$ cat src/rtl/seq_alu_unit_if.sv
// Operand/result bundle between the control path and the multi-cycle ALU.
// The master drives the launch request and operands; the slave returns the result, flags and status.
interface seq_alu_unit_if #(
    parameter int WIDTH = 32
);
    logic             i_start;
    logic [WIDTH-1:0] i_a;
    logic [WIDTH-1:0] i_b;
    logic [3:0]       i_fun_sel;
    logic [WIDTH-1:0] o_alu_out;
    logic [3:0]       o_flags_out;
    logic             o_busy;
    logic             o_done;

    modport master (
        output i_start, i_a, i_b, i_fun_sel,
        input  o_alu_out, o_flags_out, o_busy, o_done
    );

    modport slave (
        input  i_start, i_a, i_b, i_fun_sel,
        output o_alu_out, o_flags_out, o_busy, o_done
    );
endinterface

$ cat src/rtl/seq_alu_unit.sv
// Multi-cycle ALU: single-cycle logic/arith/shift ops plus iterative unsigned MUL and DIVU.
// Flags are {Z,C,N,O}; a one-cycle Done marks a fresh result.
module seq_alu_unit #(
    parameter int WIDTH = 32
) (
    input  logic          i_clock,
    input  logic          i_reset,
    seq_alu_unit_if.slave bus
);
    localparam int CNT_W = $clog2(WIDTH);
    localparam logic [3:0] OP_ADDC = 4'b0100;
    localparam logic [3:0] OP_SUB  = 4'b0101;
    localparam logic [3:0] OP_MUL  = 4'b1110;
    localparam logic [3:0] OP_DIV  = 4'b1111;

    typedef enum logic [1:0] {ST_IDLE = 2'd0, ST_EXEC = 2'd1, ST_DONE = 2'd2} state_t;

    state_t           r_state;
    state_t           w_state_nxt;
    logic [WIDTH-1:0] r_alu_out, r_hi, r_lo, r_opb;
    logic [3:0]       r_flags, r_fun_sel;
    logic [CNT_W-1:0] r_count;
    logic             r_busy, r_done;

    logic             w_launch_sc, w_launch_it, w_is_iter_in, w_last, w_is_mul;
    logic [WIDTH-1:0] w_add_b, w_sc_res, w_step_hi, w_step_lo, w_div_hi, w_div_lo, w_mul_lo;
    logic             w_add_cin, w_sc_c, w_sc_o, w_add_ovf, w_div_q;
    logic [WIDTH:0]   w_sum, w_mul_sum, w_div_rem, w_div_dif;

    assign w_is_iter_in = (bus.i_fun_sel == OP_MUL) || (bus.i_fun_sel == OP_DIV);
    assign w_is_mul     = (r_fun_sel == OP_MUL);
    assign w_last       = (r_count == CNT_W'(WIDTH - 1));

    // Shared adder: subtraction is A + ~B + 1, add-with-carry feeds the held C flag
    assign w_add_b   = (bus.i_fun_sel == OP_SUB) ? ~bus.i_b : bus.i_b;
    assign w_add_cin = (bus.i_fun_sel == OP_SUB) ? 1'b1 :
                       (bus.i_fun_sel == OP_ADDC) ? r_flags[2] : 1'b0;
    assign w_sum     = {1'b0, bus.i_a} + {1'b0, w_add_b} + {{WIDTH{1'b0}}, w_add_cin};
    assign w_add_ovf = (bus.i_a[WIDTH-1] == w_add_b[WIDTH-1]) && (w_sum[WIDTH-1] != bus.i_a[WIDTH-1]);

    // Shift-add multiply step: product accumulates in {hi, lo}, multiplier drains out of lo
    assign w_mul_sum = {1'b0, r_hi} + (r_lo[0] ? {1'b0, r_opb} : {(WIDTH + 1){1'b0}});
    assign w_mul_lo  = {w_mul_sum[0], r_lo[WIDTH-1:1]};

    // Restoring divide step: remainder in hi, dividend shifts out of lo as quotient shifts in
    assign w_div_rem = {r_hi, r_lo[WIDTH-1]};
    assign w_div_dif = w_div_rem - {1'b0, r_opb};
    assign w_div_q   = ~w_div_dif[WIDTH];
    assign w_div_hi  = w_div_q ? w_div_dif[WIDTH-1:0] : w_div_rem[WIDTH-1:0];
    assign w_div_lo  = {r_lo[WIDTH-2:0], w_div_q};

    assign w_step_hi = w_is_mul ? w_mul_sum[WIDTH:1] : w_div_hi;
    assign w_step_lo = w_is_mul ? w_mul_lo : w_div_lo;

    // Single-cycle result and the C/O flags it produces
    always_comb begin
        w_sc_res = {WIDTH{1'b0}};
        w_sc_c   = r_flags[2];
        w_sc_o   = r_flags[0];
        case (bus.i_fun_sel)
            4'b0000: w_sc_res = bus.i_a;
            4'b0001: w_sc_res = bus.i_b;
            4'b0010: w_sc_res = ~bus.i_a;
            4'b0011, 4'b0100, 4'b0101: begin
                w_sc_res = w_sum[WIDTH-1:0];
                w_sc_c   = w_sum[WIDTH];
                w_sc_o   = w_add_ovf;
            end
            4'b0110: w_sc_res = bus.i_a & bus.i_b;
            4'b0111: w_sc_res = bus.i_a | bus.i_b;
            4'b1000: w_sc_res = bus.i_a ^ bus.i_b;
            4'b1001: w_sc_res = ~(bus.i_a & bus.i_b);
            4'b1010: begin w_sc_res = {bus.i_a[WIDTH-2:0], 1'b0};         w_sc_c = bus.i_a[WIDTH-1]; end
            4'b1011: begin w_sc_res = {1'b0, bus.i_a[WIDTH-1:1]};         w_sc_c = bus.i_a[0];       end
            4'b1100: begin w_sc_res = {bus.i_a[WIDTH-1], bus.i_a[WIDTH-1:1]}; w_sc_c = bus.i_a[0];   end
            4'b1101: begin w_sc_res = {bus.i_a[WIDTH-2:0], r_flags[2]};  w_sc_c = bus.i_a[WIDTH-1]; end
            default: w_sc_res = {WIDTH{1'b0}};
        endcase
    end

    // Next-state logic; Start is only looked at in IDLE
    always_comb begin
        w_state_nxt = r_state;
        w_launch_sc = 1'b0;
        w_launch_it = 1'b0;
        case (r_state)
            ST_IDLE: begin
                if (bus.i_start && w_is_iter_in) begin
                    w_state_nxt = ST_EXEC;
                    w_launch_it = 1'b1;
                end else if (bus.i_start) begin
                    w_state_nxt = ST_DONE;
                    w_launch_sc = 1'b1;
                end else begin
                    w_state_nxt = ST_IDLE;
                end
            end
            ST_EXEC: begin
                if (w_last) begin
                    w_state_nxt = ST_DONE;
                end else begin
                    w_state_nxt = ST_EXEC;
                end
            end
            ST_DONE: w_state_nxt = ST_IDLE;
            default: w_state_nxt = ST_IDLE;
        endcase
    end

    // State, operand latches, iteration registers and registered outputs
    always_ff @(posedge i_clock) begin
        if (!i_reset) begin
            r_state   <= ST_IDLE;
            r_alu_out <= {WIDTH{1'b0}};
            r_flags   <= 4'b0000;
            r_busy    <= 1'b0;
            r_done    <= 1'b0;
            r_count   <= {CNT_W{1'b0}};
            r_hi      <= {WIDTH{1'b0}};
            r_lo      <= {WIDTH{1'b0}};
            r_opb     <= {WIDTH{1'b0}};
            r_fun_sel <= 4'b0000;
        end else begin
            r_state <= w_state_nxt;
            r_busy  <= (w_state_nxt != ST_IDLE);
            r_done  <= (w_state_nxt == ST_DONE);
            if (w_launch_sc) begin
                r_alu_out <= w_sc_res;
                r_flags   <= {(w_sc_res == {WIDTH{1'b0}}), w_sc_c, w_sc_res[WIDTH-1], w_sc_o};
            end else if ((r_state == ST_EXEC) && w_last) begin
                r_alu_out <= w_step_lo;
                r_flags   <= {(w_step_lo == {WIDTH{1'b0}}),
                              (w_is_mul ? (|w_step_hi) : r_flags[2]),
                              w_step_lo[WIDTH-1],
                              (w_is_mul ? r_flags[0] : (r_opb == {WIDTH{1'b0}}))};
            end
            if (w_launch_it) begin
                r_fun_sel <= bus.i_fun_sel;
                r_count   <= {CNT_W{1'b0}};
                r_hi      <= {WIDTH{1'b0}};
                r_lo      <= (bus.i_fun_sel == OP_MUL) ? bus.i_b : bus.i_a;
                r_opb     <= (bus.i_fun_sel == OP_MUL) ? bus.i_a : bus.i_b;
            end else if (r_state == ST_EXEC) begin
                r_hi    <= w_step_hi;
                r_lo    <= w_step_lo;
                r_count <= r_count + CNT_W'(1);
            end
        end
    end

    assign bus.o_alu_out   = r_alu_out;
    assign bus.o_flags_out = r_flags;
    assign bus.o_busy      = r_busy;
    assign bus.o_done      = r_done;
endmodule

$ cat src/flat_wrapper.sv
// flat-port wrapper written by rule: the top's interface ports become plain ports
module seq_alu_unit_flat 
#(
    parameter int WIDTH = 32
)
  (i_clock, i_reset, bus_i_start, bus_i_a, bus_i_b, bus_i_fun_sel, bus_o_alu_out, bus_o_flags_out, bus_o_busy, bus_o_done);
  seq_alu_unit_if #(.WIDTH(WIDTH)) bus_i ();
  input  logic i_clock;
  input  logic i_reset;
  input wire logic [$bits(bus_i.i_start)-1:0] bus_i_start;
  input wire logic [$bits(bus_i.i_a)-1:0] bus_i_a;
  input wire logic [$bits(bus_i.i_b)-1:0] bus_i_b;
  input wire logic [$bits(bus_i.i_fun_sel)-1:0] bus_i_fun_sel;
  output wire logic [$bits(bus_i.o_alu_out)-1:0] bus_o_alu_out;
  output wire logic [$bits(bus_i.o_flags_out)-1:0] bus_o_flags_out;
  output wire logic [$bits(bus_i.o_busy)-1:0] bus_o_busy;
  output wire logic [$bits(bus_i.o_done)-1:0] bus_o_done;
  assign bus_i.i_start = bus_i_start;
  assign bus_i.i_a = bus_i_a;
  assign bus_i.i_b = bus_i_b;
  assign bus_i.i_fun_sel = bus_i_fun_sel;
  assign bus_o_alu_out = bus_i.o_alu_out;
  assign bus_o_flags_out = bus_i.o_flags_out;
  assign bus_o_busy = bus_i.o_busy;
  assign bus_o_done = bus_i.o_done;
  seq_alu_unit #(.WIDTH(WIDTH)) u_core (.i_clock(i_clock), .i_reset(i_reset), .bus(bus_i));
endmodule
$ cat config.mk
export PLATFORM = sky130hd
export DESIGN_NAME = seq_alu_unit_flat
export DESIGN_NICKNAME = d
export VERILOG_FILES = /design/src/rtl/seq_alu_unit_if.sv /design/src/rtl/seq_alu_unit.sv /design/src/flat_wrapper.sv
export SDC_FILE = /design/constraint.sdc
export NUM_CORES = 1
export LEC_CHECK = 0
export ABC_AREA = 1
export CORE_MARGIN = 10
export CORE_UTILIZATION = 60
export DETAILED_ROUTE_END_ITERATION = 7
export PLACE_DENSITY = 0.84
export SETUP_SLACK_MARGIN = 0.3
export SLEW_MARGIN = 15
export SYNTH_ARGS = -nofsm -noshare
export SYNTH_HDL_FRONTEND = slang
export SYNTH_SLANG_ARGS = --single-unit
export TNS_END_PERCENT = 100
$ cat constraint.sdc
create_clock -name i_clock -period 4.65 [get_ports i_clock]
set_input_delay 0.93 -clock i_clock [delete_from_list [all_inputs] [get_ports i_clock]]
set_output_delay 0.93 -clock i_clock [all_outputs]
set_load 0.1 [all_outputs]
==> run summary, run 1 <==
Status
• finished, violations left — result of the run
• design-rule violations — violated checks

Logic synthesis
• sky130_fd_sc_hd__dfxtp_1 — dominant register cell in the synthesized netlist
• sky130_fd_sc_hd__dfxtp_1 — largest area contributor in the synthesized netlist
• 2967 — number of instances in the synthesized netlist
• 16.56% — register area share after synthesis
• sky130_fd_sc_hd__dfxtp_1, sky130_fd_sc_hd__nand2_1, sky130_fd_sc_hd__ha_1, sky130_fd_sc_hd__inv_1, sky130_fd_sc_hd__o21ai_0 — top cells by area, synth
• 0 — total number of yosys warnings
• 0% — fraction of registers with async set or reset after synthesis
• 16.56% — proportion of netlist area held by the largest area contributor
• 17410 sq um — cell area after technology mapping
• 52 — count of distinct cell types in the synthesized netlist
• 5.868 sq um — per-instance average area after synthesis
• 0 — count of flip-flops with a built-in enable after synthesis
• 3203 — Mapped Nets
• 144 — flip-flop and latch count after synthesis

Die
• 62 — row count
• 190.4 um — x dimension of the die
• 28700 sq um — Std-Cell Core Area
• 109 — I/O pin count
• 190.4 um — Die Span Y
• 60.66% — initial cell density of the core
• 36230 sq um — Die Footprint

Clocking
• 0.45 ns — latest clock arrival within the worst-skew pair
• 2 — Longest Clk Path Bufs
• 144 — number of clock sinks
• 17 — number of CTS-inserted buffers
• 0 — number of buffers inserted for hold repair after clock tree synthesis
• done — TritonCTS clock tree
• 4 — maximum level of the CTS H-tree
• sky130_fd_sc_hd__clkbuf_16 — Clk Tree Root Cell
• 0.07 ns — clock transition at the registers of the reported paths

Finish
• 12400 sq um — multi-input gate area in the final layout
• 5.423% — fraction of layout cells with a size suffix above 1
• 2591 — count of fill cells added during filler insertion
• 3284 — post-layout net count
• 2883 sq um — Sequential cell area
• 3445 — count of placed standard cells in the final layout, fillers left out
• 0 — Antenna diodes
• 13.38% — signed area change from the synthesized netlist to the final layout

Drt
• 70760 um — total length of routed wires
• met4 — highest routed metal layer
• 8269 um — met3 wirelength from detailed routing
• 7 — DRC violation count after routing
• 21600 — number of vias after detailed routing
• 0 — Antenna Violating Nets Remaining
• 8 — drt first pass iters
• 3152 — drt first-iter violations
• 25760 um — routed length on met1
• 31550 um — met2 wire len
• 6.271 — via density per instance
• 20.54 um — average routed wire per standard cell

Worst hold path
• reg2reg — class of the tightest hold or removal check
• u_core.bus.o_alu_out[10]$_SDFFE_PN0P_ — launch instance of the worst min-delay path
• u_core.bus.o_alu_out[10]$_SDFFE_PN0P_ — destination of the worst hold path
• 2 — number of cells traversed by the worst hold path

STA
• 0.2433 GHz — timing-limited maximum frequency
• 0 — total setup violations reported at the end of the flow
• 0 — Hold Fails Final Rpt
• 0.008232 ns — clock tree skew after final layout
• 0 ns — Total Neg Setup Slack
• 0.5394 ns — final critical-path setup slack
• 0 — count of pins over their slew limit
• 4.111 ns — minimum clock period after layout
• 0.4720 ns — hold slack final
• no — setup repair after global routing missed its margin
• 1.025 ns — Worst-Margin Slew
• 88.40% — final cycle utilization of the critical path
• 31.64% — worst slew slack as a fraction of its limit

Setup path
• u_core.bus.o_flags_out[2]$_SDFFE_PN0P_ — endpoint of the lowest-slack register-to-register path
• 12 — biggest fanout along the worst timing path
• 4.47 ns — signal arrival time at the worst endpoint
• 21 — count of cells along the worst register-to-register path
• in2reg — startpoint-to-endpoint class of the critical path
• 5.01 ns — WP data required
• primary input — CP Launch Type
• flip-flop — Setup crit end kind
• u_core.r_lo[31]$_SDFFE_PN0P_ — launch point of the worst reg-to-reg path
• 0.82 ns — FF-to-FF setup slack

GRT
• 84 — maximum number of pins on one net before global-route repair
• 37.44% — GRT Overall Usage
• 108000 um — wire length of the first global-routing pass
• 0 — overflow left after global routing
• 0 — initial antenna violation count
• 20360 — via count of the first global-routing pass

Place
• 1.091 — gpl congestion
• 108 — number of I/O port buffers
• 0.01546 ns — post-placement worst setup slack
• 55650 um — HPWL after DPL
• 3412 — Placed Cells incl. Taps

Flow run
• 0 — Max Cap Viol

Pwr
• 0.01011 uW — Lkg Pwr
• 275.9 nW/um^2 — PD cells
• 259.8 uV — Max rail drop VDD

[cells by family (layout without fill, tap and decap cells)]
| group | after synthesis | after routing | synth area share (%) |
|---|---|---|---|
| xor+xnor | 57 | 57 | 2.867 |
| flops | 144 | 144 | 16.56 |
| buf+inv | 565 | 659 | 12.62 |
| compound gates | 728 | 728 | 24.21 |
| simple gates | 1303 | 1303 | 31.43 |
| fa+ha+maj | 165 | 165 | 12.03 |
| mux | 5 | 5 | 0.2875 |
[per-layer routing]
layer  vias up  GRT usage, %
met5         -             0
met4         0         24.74
met3       375         6.895
met2      1562         61.56
met1      9628         43.83
li1      10040             -
[critical path, cell delays in order]
cell	delay [ns]
sky130_fd_sc_hd__clkdlybuf4s50_1	0.51
sky130_fd_sc_hd__inv_2	0.07
sky130_fd_sc_hd__nor2_2	0.11
sky130_fd_sc_hd__nand2_2	0.10
sky130_fd_sc_hd__buf_12	0.16
sky130_fd_sc_hd__buf_12	0.15
sky130_fd_sc_hd__buf_12	0.15
sky130_fd_sc_hd__xor2_1	0.14
sky130_fd_sc_hd__ha_1	0.35
sky130_fd_sc_hd__a21oi_1	0.18
sky130_fd_sc_hd__a21boi_0	0.25
sky130_fd_sc_hd__a21boi_0	0.27
sky130_fd_sc_hd__nand2_1	0.14
sky130_fd_sc_hd__nand2_1	0.07
sky130_fd_sc_hd__nand2_1	0.05
sky130_fd_sc_hd__o21ai_0	0.35
sky130_fd_sc_hd__nor2_1	0.10
sky130_fd_sc_hd__nand2_1	0.10
sky130_fd_sc_hd__nor3_1	0.05
sky130_fd_sc_hd__nand2_1	0.05
sky130_fd_sc_hd__nand3_1	0.06
sky130_fd_sc_hd__nand2_1	0.06
sky130_fd_sc_hd__inv_1	0.03
[cells in the final DEF (no fill, tap or decap), drive strengths merged, types with 5 or more instances in the layout]
cell type / n
nand2: 726
inv: 454
nor2: 308
o21ai: 264
a21oi: 235
ha: 161
nand3: 147
dfxtp: 144
clkdlybuf4s50: 108
o22ai: 73
buf: 67
xor2: 42
nand4: 39
a221oi: 31
o211ai: 26
nor3: 26
o221ai: 22
nor4: 19
nand3b: 18
clkbuf: 17
or2: 16
xnor2: 15
a21o: 13
a31oi: 13
o21bai: 13
a211oi: 9
o21a: 9
o2111ai: 9
clkinv: 8
mux2i: 5
[state kept, by name, summed over array words and instances, names as in the netlist]
name,cells
u_core.r_hi,32
u_core.r_lo,32
u_core.r_opb,32
u_core.bus.o_alu_out,31
u_core.r_count,5
u_core.bus.o_flags_out,4
u_core.r_fun_sel,4
u_core.r_state,2
u_core.bus.o_busy,1
u_core.bus.o_done,1
[Yosys cell counts (15+ instances only)]
cell type	number
sky130_fd_sc_hd__o221ai_1	22
sky130_fd_sc_hd__clkbuf_1	80
sky130_fd_sc_hd__or2_2	16
sky130_fd_sc_hd__nand3b_1	18
sky130_fd_sc_hd__nand2_1	713
sky130_fd_sc_hd__nand4_1	39
sky130_fd_sc_hd__buf_2	16
sky130_fd_sc_hd__nor4_1	19
sky130_fd_sc_hd__xor2_1	42
sky130_fd_sc_hd__xnor2_1	15
sky130_fd_sc_hd__nand3_1	146
sky130_fd_sc_hd__dfxtp_1	144
sky130_fd_sc_hd__o21ai_0	261
sky130_fd_sc_hd__inv_1	445
sky130_fd_sc_hd__a221oi_1	30
sky130_fd_sc_hd__a21oi_1	233
sky130_fd_sc_hd__o211ai_1	26
sky130_fd_sc_hd__nor2_1	302
sky130_fd_sc_hd__o22ai_1	73
sky130_fd_sc_hd__ha_1	161
sky130_fd_sc_hd__nor3_1	26
[power breakdown]
part	internal, uW	switching [uW]	total, uW
clock network	906	602	1510
registers	1290	57.1	1350
logic	784	1810	2590
[cell type report]
type	instances	area share [%]
clock inverter	15	1.046
tap	384	2.434
clock buffer	17	2.155
multi-input combinational	2258	62.83
sequential	144	14.60
inverter	452	8.594
timing repair buffer	175	8.341
[stage by stage]
stage	area [sq um]	power [uW]	util (%)
floorplan	17410	3072	-
global placement	19060	3801	66.40
detailed placement	19060	3838	66.40
CTS	19690	5332	68.60
global route	19740	5684	68.78
finish	19740	5447	68.78
[how the worst max path moves through the flow]
stage                                start                                endpoint
after global routing      bus_i_fun_sel[3]  u_core.bus.o_flags_out[3]$_SDFFE_PN0P_
after detailed placement  bus_i_fun_sel[0]  u_core.bus.o_flags_out[3]$_SDFFE_PN0P_
final                     bus_i_fun_sel[0]  u_core.bus.o_flags_out[3]$_SDFFE_PN0P_
after CTS                 bus_i_fun_sel[0]  u_core.bus.o_flags_out[3]$_SDFFE_PN0P_
after global placement    bus_i_fun_sel[0]  u_core.bus.o_flags_out[3]$_SDFFE_PN0P_
after floorplan           bus_i_fun_sel[3]  u_core.bus.o_flags_out[3]$_SDFFE_PN0P_
[what timing repair did]
| item | CTS | global route |
|---|---|---|
| gates resized for setup | 0 | 21 |
| setup buffers | 0 | 1 |
| endpoints found under the setup margin | 0 | 5 |
Note: power is estimated with default switching activity, not from simulation.
==> run 2: changes to the inputs <==
--- a/config.mk
+++ b/config.mk
@@ -6,10 +6,12 @@
 export NUM_CORES = 1
 export LEC_CHECK = 0
 export ABC_AREA = 1
-export CORE_MARGIN = 10
-export CORE_UTILIZATION = 60
+export CELL_PAD_IN_SITES_DETAIL_PLACEMENT = 2
+export CELL_PAD_IN_SITES_GLOBAL_PLACEMENT = 2
+export CORE_MARGIN = 3
+export CORE_UTILIZATION = 33
 export DETAILED_ROUTE_END_ITERATION = 7
-export PLACE_DENSITY = 0.84
+export PLACE_DENSITY = 0.86
 export SETUP_SLACK_MARGIN = 0.3
 export SLEW_MARGIN = 15
 export SYNTH_ARGS = -nofsm -noshare
==> run summary, run 2 (synthesis results as in run 1) <==
Die
• 33.67% — initial cell density of the core, was 60.66%
• 55550 sq um — Die Footprint, was 36230 sq um
• 83 — row count, was 62
• 235.7 um — x dimension of the die, was 190.4 um
• 109 — I/O pin count, unchanged
• 235.7 um — Die Span Y, was 190.4 um
• 51720 sq um — Std-Cell Core Area, was 28700 sq um

Drt
• 5.792 — via density per instance, was 6.271
• 96130 um — total length of routed wires, was 70760 um
• 0 — Antenna Violating Nets Remaining, unchanged
• 25.08 um — average routed wire per standard cell, was 20.54 um
• 0 — DRC violation count after routing, was 7
• 5 — drt first pass iters, was 8
• 22200 — number of vias after detailed routing, was 21600
• 1576 — drt first-iter violations, was 3152

GRT
• 0 — overflow left after global routing, unchanged
• 24080 — via count of the first global-routing pass, was 20360
• 142000 um — wire length of the first global-routing pass, was 108000 um
• 32.62% — GRT Overall Usage, was 37.44%
• 1 — initial antenna violation count, was 0
• 72 — maximum number of pins on one net before global-route repair, was 84

Setup path
• 7 — buffer and inverter count on the worst path, was 6
• sky130_fd_sc_hd__nand2_1 — cell mode on critical path, unchanged
• in2reg — startpoint-to-endpoint class of the critical path, unchanged
• 12 — biggest fanout along the worst timing path, unchanged
• 0.52 ns — FF-to-FF setup slack, was 0.82 ns
• primary input — CP Launch Type, unchanged
• flip-flop — Setup crit end kind, unchanged
• 5.05 ns — WP data required, was 5.01 ns
• 0.42 ns — Slowest Stage Delay on Critical Path, was 0.51 ns
• sky130_fd_sc_hd__clkdlybuf4s50_1 — critical-path cell with the highest stage delay, unchanged
• simple AND/OR/NAND/NOR gates — kind of cell adding the most delay to the critical path, was buffers and inverters
• 4.81 ns — signal arrival time at the worst endpoint, was 4.47 ns

STA
• 4.410 ns — minimum clock period after layout, was 4.111 ns
• 1.040 ns — Worst-Margin Slew, was 1.025 ns
• 0.01024 ns — clock tree skew after final layout, was 0.008232 ns
• 0.2267 GHz — timing-limited maximum frequency, was 0.2433 GHz
• 0 — Hold Fails Final Rpt, unchanged
• 30.47% — worst slew slack as a fraction of its limit, was 31.64%
• 0 — total setup violations reported at the end of the flow, unchanged
• 0 — count of pins over their slew limit, unchanged
• 94.85% — final cycle utilization of the critical path, was 88.40%
• 0.4844 ns — hold slack final, was 0.4720 ns
• yes — setup repair after global routing missed its margin, was no

Place
• 0.9718 — gpl congestion, was 1.091
• 76280 um — HPWL after DPL, was 55650 um
• 108 — number of I/O port buffers, unchanged
• 3793 — Placed Cells incl. Taps, was 3412

Pwr
• 273.2 nW/um^2 — PD cells, was 275.9 nW/um^2
• 0.01060 uW — Lkg Pwr, was 0.01011 uW
• 151.7 uV — Max rail drop VDD, was 259.8 uV
• 5722 uW — total power, was 5447 uW

Finish
• 3833 — count of placed standard cells in the final layout, fillers left out, was 3445
• u_core.r_hi x32, u_core.r_lo x32, u_core.r_opb x32 — top flop regs, unchanged
• 0 — Antenna diodes, unchanged
• sky130_fd_sc_hd__nand2_1 — most common cell after layout, fill and taps aside, unchanged
• 20.29% — signed area change from the synthesized netlist to the final layout, was 13.38%
• sky130_fd_sc_hd__nand2_1, sky130_fd_sc_hd__inv_1, sky130_fd_sc_hd__nor2_1 — highest-count cells in the layout ignoring fill and taps, unchanged
• 3377 — post-layout net count, was 3284
• 9.261% — fraction of layout cells with a size suffix above 1, was 5.423%

Clocking
• 0.46 ns — latest clock arrival within the worst-skew pair, was 0.45 ns
• sky130_fd_sc_hd__clkbuf_16 — Clk Tree Root Cell, unchanged
• 144 — number of clock sinks, unchanged
• 0 — number of buffers inserted for hold repair after clock tree synthesis, unchanged
• 2 — Longest Clk Path Bufs, unchanged
• done — TritonCTS clock tree, unchanged
• 17 — number of CTS-inserted buffers, unchanged
• 0.06 ns — clock transition at the registers of the reported paths, was 0.07 ns
• 4 — maximum level of the CTS H-tree, unchanged

Flow run
• 0 — Max Cap Viol, unchanged

Worst hold path
• reg2reg — class of the tightest hold or removal check, unchanged

Status
• completed — result of the run, was finished, violations left

run 2: changes by cell type in the layout (fill, tap and decap cells not counted), moves of 6 or more:
cell / previous run / this run
sky130_fd_sc_hd__a21oi_2: 3 / 14
sky130_fd_sc_hd__o21ai_0: 254 / 245
sky130_fd_sc_hd__buf_4: 62 / 154
sky130_fd_sc_hd__a21oi_1: 231 / 220
sky130_fd_sc_hd__nor2_1: 293 / 287
sky130_fd_sc_hd__o21ai_2: 1 / 7
run 2: repair_timing:
item                                    CTS  global route
pin swaps                                 0            16
endpoints found under the hold margin     0             0
buffers inserted                          0             7
cloned                                    0             2
resized for setup                         6            66
endpoints found under the setup margin    2            16
run 2: cell type report:
| class | instances | area (sq um) |
|---|---|---|
| clock buffer | 22 | 484.2 |
| clock inverter | 9 | 107.6 |
| fill | 6538 | 30770 |
| inverter | 452 | 1697 |
| multi-input combinational | 2258 | 12550 |
| sequential | 144 | 2883 |
| tap | 680 | 850.8 |
| timing repair buffer | 268 | 2375 |
run 2: report_power, final:
part           switching, uW  internal (uW)  total, uW  leakage, uW
clock                    603            842       1440     0.000288
combinational           2020            903       2920      0.00914
sequential              64.2           1290       1360      0.00117
run 2: final timing paths:
check                                   startpoint                                endpoint  cells past startpoint
setup / recovery                  bus_i_fun_sel[3]  u_core.bus.o_flags_out[3]$_SDFFE_PN0P_                     25
setup reg to reg      u_core.r_lo[31]$_SDFFE_PN0P_  u_core.bus.o_flags_out[2]$_SDFFE_PN0P_                     21
hold / removal    u_core.r_fun_sel[2]$_SDFFE_PN0P_        u_core.r_fun_sel[2]$_SDFFE_PN0P_                      2
hold reg to reg   u_core.r_fun_sel[2]$_SDFFE_PN0P_        u_core.r_fun_sel[2]$_SDFFE_PN0P_                      2
run 2: stage by stage:
stage / area (sq um) / setup WS [ns] / setup TNS, ns / utilization (%)
finish: 20950 / 0.2397 / 0 / 40.50
global route: 20950 / 0.09453 / 0 / 40.50
CTS: 20650 / 0.3067 / 0 / 39.93
detailed placement: 20050 / -0.2622 / -1.193 / 38.78
global placement: 20050 / -0.1341 / -0.2372 / 38.78
floorplan: 17410 / 0.8625 / 0 / -
run 2: layer usage:
layer	up-vias	GRT usage (%)	share of wire (%)
li1	10190	-	-
met1	11030	38.80	41
met2	745	57.90	49
met3	231	3.866	4.7
met4	2	16.10	5.4
met5	-	0	0.0083
run 2: tightest hold or removal path, cell delays in order, from the launching register on:
cell                      delay, ns
sky130_fd_sc_hd__dfxtp_1       0.33
sky130_fd_sc_hd__nor2_1        0.05
sky130_fd_sc_hd__nor2_1        0.07
